$ cat config.mk
export PLATFORM = sky130hd
export DESIGN_NAME = fht_bank_writer
export DESIGN_NICKNAME = d
export VERILOG_FILES = /design/src/rtl/fht_bank_writer.sv
export SDC_FILE = /design/constraint.sdc
export NUM_CORES = 1
export LEC_CHECK = 0
export BUFFER_PORTS_ARGS = -buffer_cell sky130_fd_sc_hd__buf_2
export CAP_MARGIN = 40
export CORE_MARGIN = 3
export CORE_UTILIZATION = 45
export DETAILED_ROUTE_END_ITERATION = 16
export PLACE_DENSITY = 0.71
export SLEW_MARGIN = 30
export SYNTH_ARGS = -nofsm -noshare
export SYNTH_HDL_FRONTEND = slang
export SYNTH_SLANG_ARGS = --single-unit
$ cat constraint.sdc
create_clock -name iCLK -period 2.4 [get_ports iCLK]
set_input_delay 0.36 -clock iCLK [delete_from_list [all_inputs] [get_ports iCLK]]
set_output_delay 0.36 -clock iCLK [all_outputs]
set_load 0.05 [all_outputs]
$ cat src/rtl/fht_bank_writer.sv
// FHT stage write-back sequencer: delays each accepted 4-bank read by LAT cycles
// and turns it into the matching bank write of the butterfly results.
module fht_bank_writer #(
    parameter int D_BIT = 17,
    parameter int A_BIT = 8,
    parameter int LAT   = 3
) (
    input  logic                    iCLK,
    input  logic                    iRESET,
    input  logic                    iSTART,
    input  logic                    iST_LAST,
    input  logic                    iRD_VALID,
    input  logic [A_BIT-1:0]        iRD_ADDR,
    input  logic [3:0]              iWR_MASK,
    input  logic signed [D_BIT-1:0] iY_0,
    input  logic signed [D_BIT-1:0] iY_1,
    input  logic signed [D_BIT-1:0] iY_2,
    input  logic signed [D_BIT-1:0] iY_3,
    output logic [3:0]              oWR_EN,
    output logic [A_BIT-1:0]        oWR_ADDR,
    output logic signed [D_BIT-1:0] oWR_DATA_0,
    output logic signed [D_BIT-1:0] oWR_DATA_1,
    output logic signed [D_BIT-1:0] oWR_DATA_2,
    output logic signed [D_BIT-1:0] oWR_DATA_3,
    output logic                    oBUSY,
    output logic                    oDONE,
    output logic                    oLAST_DONE,
    output logic                    oERR
);
    localparam logic [A_BIT:0] N_ROWS  = {1'b1, {A_BIT{1'b0}}};
    localparam logic [A_BIT:0] LAST_RD = {1'b0, {A_BIT{1'b1}}};

    typedef enum logic [1:0] {S_IDLE, S_RUN, S_FLUSH, S_DONE} state_t;

    state_t                     state;
    logic                       st_last;
    logic [A_BIT:0]             rd_cnt, wr_cnt, wr_cnt_nxt;
    logic                       busy_q, done_q, last_q, err_q;
    logic                       rd_acc, start_ok, err_evt, out_vld;

    logic [LAT:1]               vld_pipe;
    logic [LAT:1][A_BIT-1:0]    addr_pipe;
    logic [LAT:1][3:0]          mask_pipe;
    logic [A_BIT-1:0]           addr_q;
    logic                       have_y;
    logic [3:0][D_BIT-1:0]      y_in, y_q, wr_data;

    assign out_vld    = vld_pipe[LAT];
    assign rd_acc     = (state == S_RUN) && iRD_VALID && (rd_cnt != N_ROWS);
    assign start_ok   = (state == S_IDLE) && iSTART;
    assign err_evt    = (iSTART && (state != S_IDLE)) || (iRD_VALID && !rd_acc);
    assign wr_cnt_nxt = wr_cnt + {{A_BIT{1'b0}}, out_vld};

    always_ff @(posedge iCLK or negedge iRESET) begin
        if (!iRESET) begin
            state   <= S_IDLE;
            st_last <= 1'b0;
            rd_cnt  <= '0;
            wr_cnt  <= '0;
            busy_q  <= 1'b0;
            done_q  <= 1'b0;
            last_q  <= 1'b0;
            err_q   <= 1'b0;
        end else begin
            done_q <= 1'b0;
            last_q <= 1'b0;
            // a new error in the same cycle as an accepted start still wins
            if (err_evt)       err_q <= 1'b1;
            else if (start_ok) err_q <= 1'b0;
            wr_cnt <= wr_cnt_nxt;
            if (rd_acc) rd_cnt <= rd_cnt + {{A_BIT{1'b0}}, 1'b1};
            case (state)
                S_IDLE: if (iSTART) begin
                    state   <= S_RUN;
                    st_last <= iST_LAST;
                    rd_cnt  <= '0;
                    wr_cnt  <= '0;
                    busy_q  <= 1'b1;
                end
                S_RUN:   if (rd_acc && rd_cnt == LAST_RD) state <= S_FLUSH;
                S_FLUSH: if (wr_cnt_nxt == N_ROWS) begin
                    state  <= S_DONE;
                    busy_q <= 1'b0;
                    done_q <= 1'b1;
                    last_q <= st_last;
                end
                S_DONE:  state <= S_IDLE;
                default: state <= S_IDLE;
            endcase
        end
    end

    always_ff @(posedge iCLK or negedge iRESET) begin
        if (!iRESET) begin
            vld_pipe  <= '0;
            addr_pipe <= '0;
            mask_pipe <= '0;
            addr_q    <= '0;
            have_y    <= 1'b0;
            y_q       <= '0;
        end else begin
            vld_pipe[1]  <= rd_acc;
            addr_pipe[1] <= rd_acc ? iRD_ADDR : '0;
            mask_pipe[1] <= rd_acc ? iWR_MASK : 4'h0;
            for (int i = 2; i <= LAT; i++) begin
                vld_pipe[i]  <= vld_pipe[i-1];
                addr_pipe[i] <= addr_pipe[i-1];
                mask_pipe[i] <= mask_pipe[i-1];
            end
            if (out_vld) begin
                addr_q <= addr_pipe[LAT];
                y_q    <= y_in;
                have_y <= 1'b1;
            end
        end
    end

    assign y_in = {iY_3, iY_2, iY_1, iY_0};

    // data is live from the butterfly during a write; otherwise the last written value is held
    for (genvar k = 0; k < 4; k++) begin : g_lane
        assign wr_data[k] = (out_vld || !have_y) ? y_in[k] : y_q[k];
    end

    assign oWR_EN     = out_vld ? mask_pipe[LAT] : 4'h0;
    assign oWR_ADDR   = out_vld ? addr_pipe[LAT] : addr_q;
    assign oWR_DATA_0 = wr_data[0];
    assign oWR_DATA_1 = wr_data[1];
    assign oWR_DATA_2 = wr_data[2];
    assign oWR_DATA_3 = wr_data[3];
    assign oBUSY      = busy_q;
    assign oDONE      = done_q;
    assign oLAST_DONE = last_q;
    assign oERR       = err_q;
endmodule

==> Word-level counts from Yosys, hierarchy flattened <==
Cells that the tools add are included.
{ "op_classes": {"addsub": 2, "n_eq_ne": 9, "muxes": 26, "n_reduce_logical": 17} }
{ "ops": {"columns": ["cell", "count"], "rows": [
  ["17-bit 2-to-1 mux", 4],
  ["9-bit 2-to-1 mux", 5],
  ["8-bit 2-to-1 mux", 2],
  ["9-bit by 1-bit adder with 9-bit output", 1],
  ["9-bit by 1-bit adder with 9-bit output, second input constant", 1],
  ["9-bit by 8-bit equality test with 1-bit output, second input constant", 1],
  ["9-bit equality test, second input constant", 1],
  ["9-bit inequality test, second input constant", 1],
  ["1-bit 2-to-1 mux", 8],
  ["4-bit 2-to-1 mux", 2],
  ["2-bit case mux with 4 select lines", 1],
  ["1-bit logical AND", 6],
  ["2-bit 2-to-1 mux", 3],
  ["3-bit AND reduction", 2],
  ["2-bit nonzero test", 3],
  ["2-bit equality test, second input constant", 2],
  ["2-bit inequality test, second input constant", 2],
  ["2-bit by 1-bit equality test with 1-bit output, second input constant", 1],
  ["1-bit logical NOT", 2],
  ["2-bit logical NOT", 1],
  ["1-bit logical OR", 2],
  ["2-bit by 1-bit inequality test with 1-bit output, second input constant", 1],
  ["1-bit case mux with 2 select lines", 1],
  ["2-bit AND reduction", 1]
]} }
{ "totals": {"reg_bits": 141, "in_bits": 85, "output_inout_bits": 84, "elab_cells": 75} }

==> Depth between registers and ports, before layout <==
{ "depth": {"depth_word": 7, "ltp_mapped": 9} }

==> Worst setup path after synthesis <==
OpenSTA, ideal clock, no wires.
{ "synth_path": {"kind": "reg2out", "start": "register vld_pipe[3] in the netlist's numbering", "end": "output port oWR_DATA_2[12]", "arrival_time_ns": 1.625, "setup_slack_ns": 0.415, "stages_incl_launch_ff": 7, "path_buffers": 4, "path_cell_list": "dfrtp_1 > buf_2 > nor2b_1 > clkbuf_1 > buf_2 > buf_4 > mux2_2"} }
{ "synth_via": {"elab_chain_len": 2} }
{ "synth_lines": {"columns": ["element", "line_no", "text"], "rows": [
  ["from (decl)", "41", "logic [LAT:1] vld_pipe;"],
  ["from (signal, indexed assignment)", "106", "vld_pipe[i] <= vld_pipe[i-1];"],
  ["1-bit logical OR", "122", "assign wr_data[k] = (out_vld || !have_y) ? y_in[k] : y_q[k];"],
  ["17-bit 2-to-1 mux", "122", null],
  ["to (decl)", "23", "output logic signed [D_BIT-1:0] oWR_DATA_2,"]
]} }
No other way between the ends.

==> Worst setup path after layout <==
{ "layout_path": {"start": "register vld_pipe[3] in the netlist's numbering", "end": "output port oWR_DATA_0[12]"} }
{ "layout_via": {"elab_chain_len": 2} }
{ "layout_lines": {"columns": ["element", "line_no", "text"], "rows": [
  ["1-bit logical OR", "122", null],
  ["17-bit 2-to-1 mux", "122", null],
  ["to (decl)", "21", "output logic signed [D_BIT-1:0] oWR_DATA_0,"]
]} }
No other way between the ends.

==> results.tsv <==
metric	value	unit
reg2reg end	state[1]$_DFFE_PN0P_	
status	complete, no violations	
Largest delay share family, worst path	flip-flops	
synth unique cells	43	
Routed wire per std cell	15.8	um
largest area contributor in the netlist	dfrtp_1	
Post-synth ARST share	100	%
HPWL after DPL	8.79	mm
Required @ worst endpoint	2.04	ns
TritonRoute pass-1 iters	4	
syn nets	531	
WP buf/inv	2	
CTS max path bufs	2	
vias per cell	4.95	
ant diodes	0	
die span in y	123	um
total die area	15000	um2
Max Cap Violations	0	
largest net degree at the start of global routing	69	
Nets	706	
Initial DRC Count	188	
critical-path cell with the highest stage delay	dfrtp_4	
most frequent cells after synthesis	mux2_2 (145), dfrtp_1 (141), and2_1 (19)	
Inserted Clock Buffers	17	
num rows	41	
GR Util All Layers	17.3	%
top post-synthesis cells by area	dfrtp_1 (58%), mux2_2 (27%), and2_1 (1.9%)	
top-area cell type share of the netlist area	57.7	%
Reg2Reg Setup Slack	0.25	ns
total grt overflow	0	
Cell Area, Synth	6120	um2
vias in the first global route	4142	
Horiz. Die Dim	123	um
startpoint types	flip-flop	
post-route DRC violation count	0	
WS Path Type	reg2out	
CTS tree	yes	
Final period util	97.3	%
ys flop type	dfrtp_1	
hold path depth	2	
Worst-Skew Late Latency	0.41	ns
Filler cells	1009	
H-tree levels	4	
# clock sinks	141	
Post-synth EDFFs	0	
RSZ-0062 raised after global routing	yes	
initial antenna violation count	0	
core footprint	13000	um2
final hold violations	0	
Worst-path clk slew	0.06	ns
RePlAce Congestion	0.802	
Final Setup Violations	0	
critical path fanouts, max	34	
Worst Clk Skew	0.00348	ns
CP Cell Sequence	nor2b_4, clkbuf_16, mux2_2, buf_2	
Worst setup EP type	primary output	
clk root buf	clkbuf_16	
R2R cell count	9	
buffers added on ports	168	
most common cell in the netlist	mux2_2	
Synth Register Bits	141	
first-pass GRT wire length	20.3	mm
Area Growth Syn to Fin	27.5	%
Ys Warns	0	
Placed Cells	764	
Layout Cells excl Fill	798	
hold_sp	iRD_ADDR[2]	
critical path data arrival time	1.98	ns
Ports	169	
Seq/Total Area, Yosys	57.7	%
Worst R2R Start	rd_cnt[0]$_DFF_PN0_	
worst hold path endpoint	addr_pipe[2]$_DFF_PN0_	
Max Fclk	0.428	GHz
via count of the routed design	3950	
Initial Util	47.2	%
Max-slew headroom	60.9	%
layout cells sized above 1	58.1	%
fin crit period	2.34	ns
Mapped Cells	438	
Avg Cell Area, Syn	14.0	um2
worst slew pin tran	0.587	ns
delay of the slowest cell on the worst path	0.50	ns
max-slew violations	0	
Detail Route Antenna Nets	0	
wirelength, routed	12.6	mm
Hold Crit Class	in2reg	
layout by cell type (no fill, tap or decap), types with 8 or more instances in the layout:
cell type,Yosys,final
dfrtp_1,141,140
buf_2,7,167
nor2_1,18,18
ha_1,8,8
mux2_2,145,145
inv_1,10,10
clkbuf_16,0,18
nand2_1,9,9
and2_1,19,19
xor2_1,10,10
per-layer routing:
metal	vias to the layer above	GRT usage, %	wire, um	part of all wire (%)
li1	1895	-	-	-
met1	1915	21.7	5450	43
met2	127	28.5	6150	49
met3	13	6.13	877	7.0
met4	0	5.25	127	1.0
met5	-	0	0	0
worst max-delay path by stage:
stage	startpoint	to	slack, ns	cells after the start
2_1_floorplan	vld_pipe[3]$_DFF_PN0_	oWR_DATA_2[12]	0.42	6
3_3_place_gp	vld_pipe[3]$_DFF_PN0_	oBUSY$_DFFE_PN0P_	0.38	6
3_5_place_dp	vld_pipe[3]$_DFF_PN0_	oBUSY$_DFFE_PN0P_	0.31	7
4_1_cts	vld_pipe[3]$_DFF_PN0_	oWR_ADDR[2]	-0.003	3
5_1_grt	vld_pipe[3]$_DFF_PN0_	oWR_DATA_1[15]	-0.02	4
6_report	vld_pipe[3]$_DFF_PN0_	oWR_DATA_0[12]	0.06	4
flip-flops by register name, indices dropped and copies added, names as in the netlist:
register,count
y_q,68
addr_pipe,24
mask_pipe,12
rd_cnt,9
wr_cnt,9
addr_q,8
vld_pipe,3
state,2
have_y,1
oBUSY,1
oDONE,1
oERR,1
oLAST_DONE,1
st_last,1
worst reg2reg max path: stages, from the launching register on:
cell       delay [ns]
dfrtp_1          0.41
ha_1             0.20
and3_1           0.20
and3_1           0.17
ha_1             0.13
nand2_1          0.05
a21o_1           0.20
a2111oi_0        0.52
a221oi_1         0.10
nand3_1          0.11
timing repair:
action / 4_1_cts / 5_1_grt
gates cloned: 0 / 1
buffers inserted: 0 / 0
resized for setup: 0 / 1
setup endpoints to repair: 2 / 76
hold buffers: 1 / 0
endpoints found under the hold margin: 60 / 0
cells by family after synthesis:
| family | count (synthesis) | share of synthesized area [%] |
|---|---|---|
| fa+ha+maj | 8 | 1.64 |
| compound gates | 21 | 2.51 |
| simple gates | 77 | 7.05 |
| xor+xnor | 14 | 2.13 |
| buf+inv | 31 | 2.17 |
| flops | 141 | 57.7 |
| mux | 146 | 26.8 |
metrics by stage:
step	TNS, ns	worst slack, ns	hold slack (ns)	utilization (%)	cell area [um2]
final	0	0.0647	0.151	60.1	7800
after global routing	-0.134	-0.0162	0.130	60.1	7800
after CTS	-0.00319	-0.00256	0.130	59.9	7780
after detailed placement	0	0.308	0.335	55.4	7190
after global placement	0	0.379	0.333	55.4	7190
after floorplan	0	0.415	0.0644	-	6120
cell type report:
class	count	area, um2	area share [%]
clock buffers	17	425	5.45
clock inverters	15	153	1.96
inverters	10	37.5	0.481
multi-input cells	266	2470	31.6
flip-flops and latches	141	3530	45.3
well taps	172	215	2.76
repair buffers	177	976	12.5
Power is left out: the tool's default activity adds up to more than one toggle a clock period on the data nets, which glitch-free logic cannot reach.
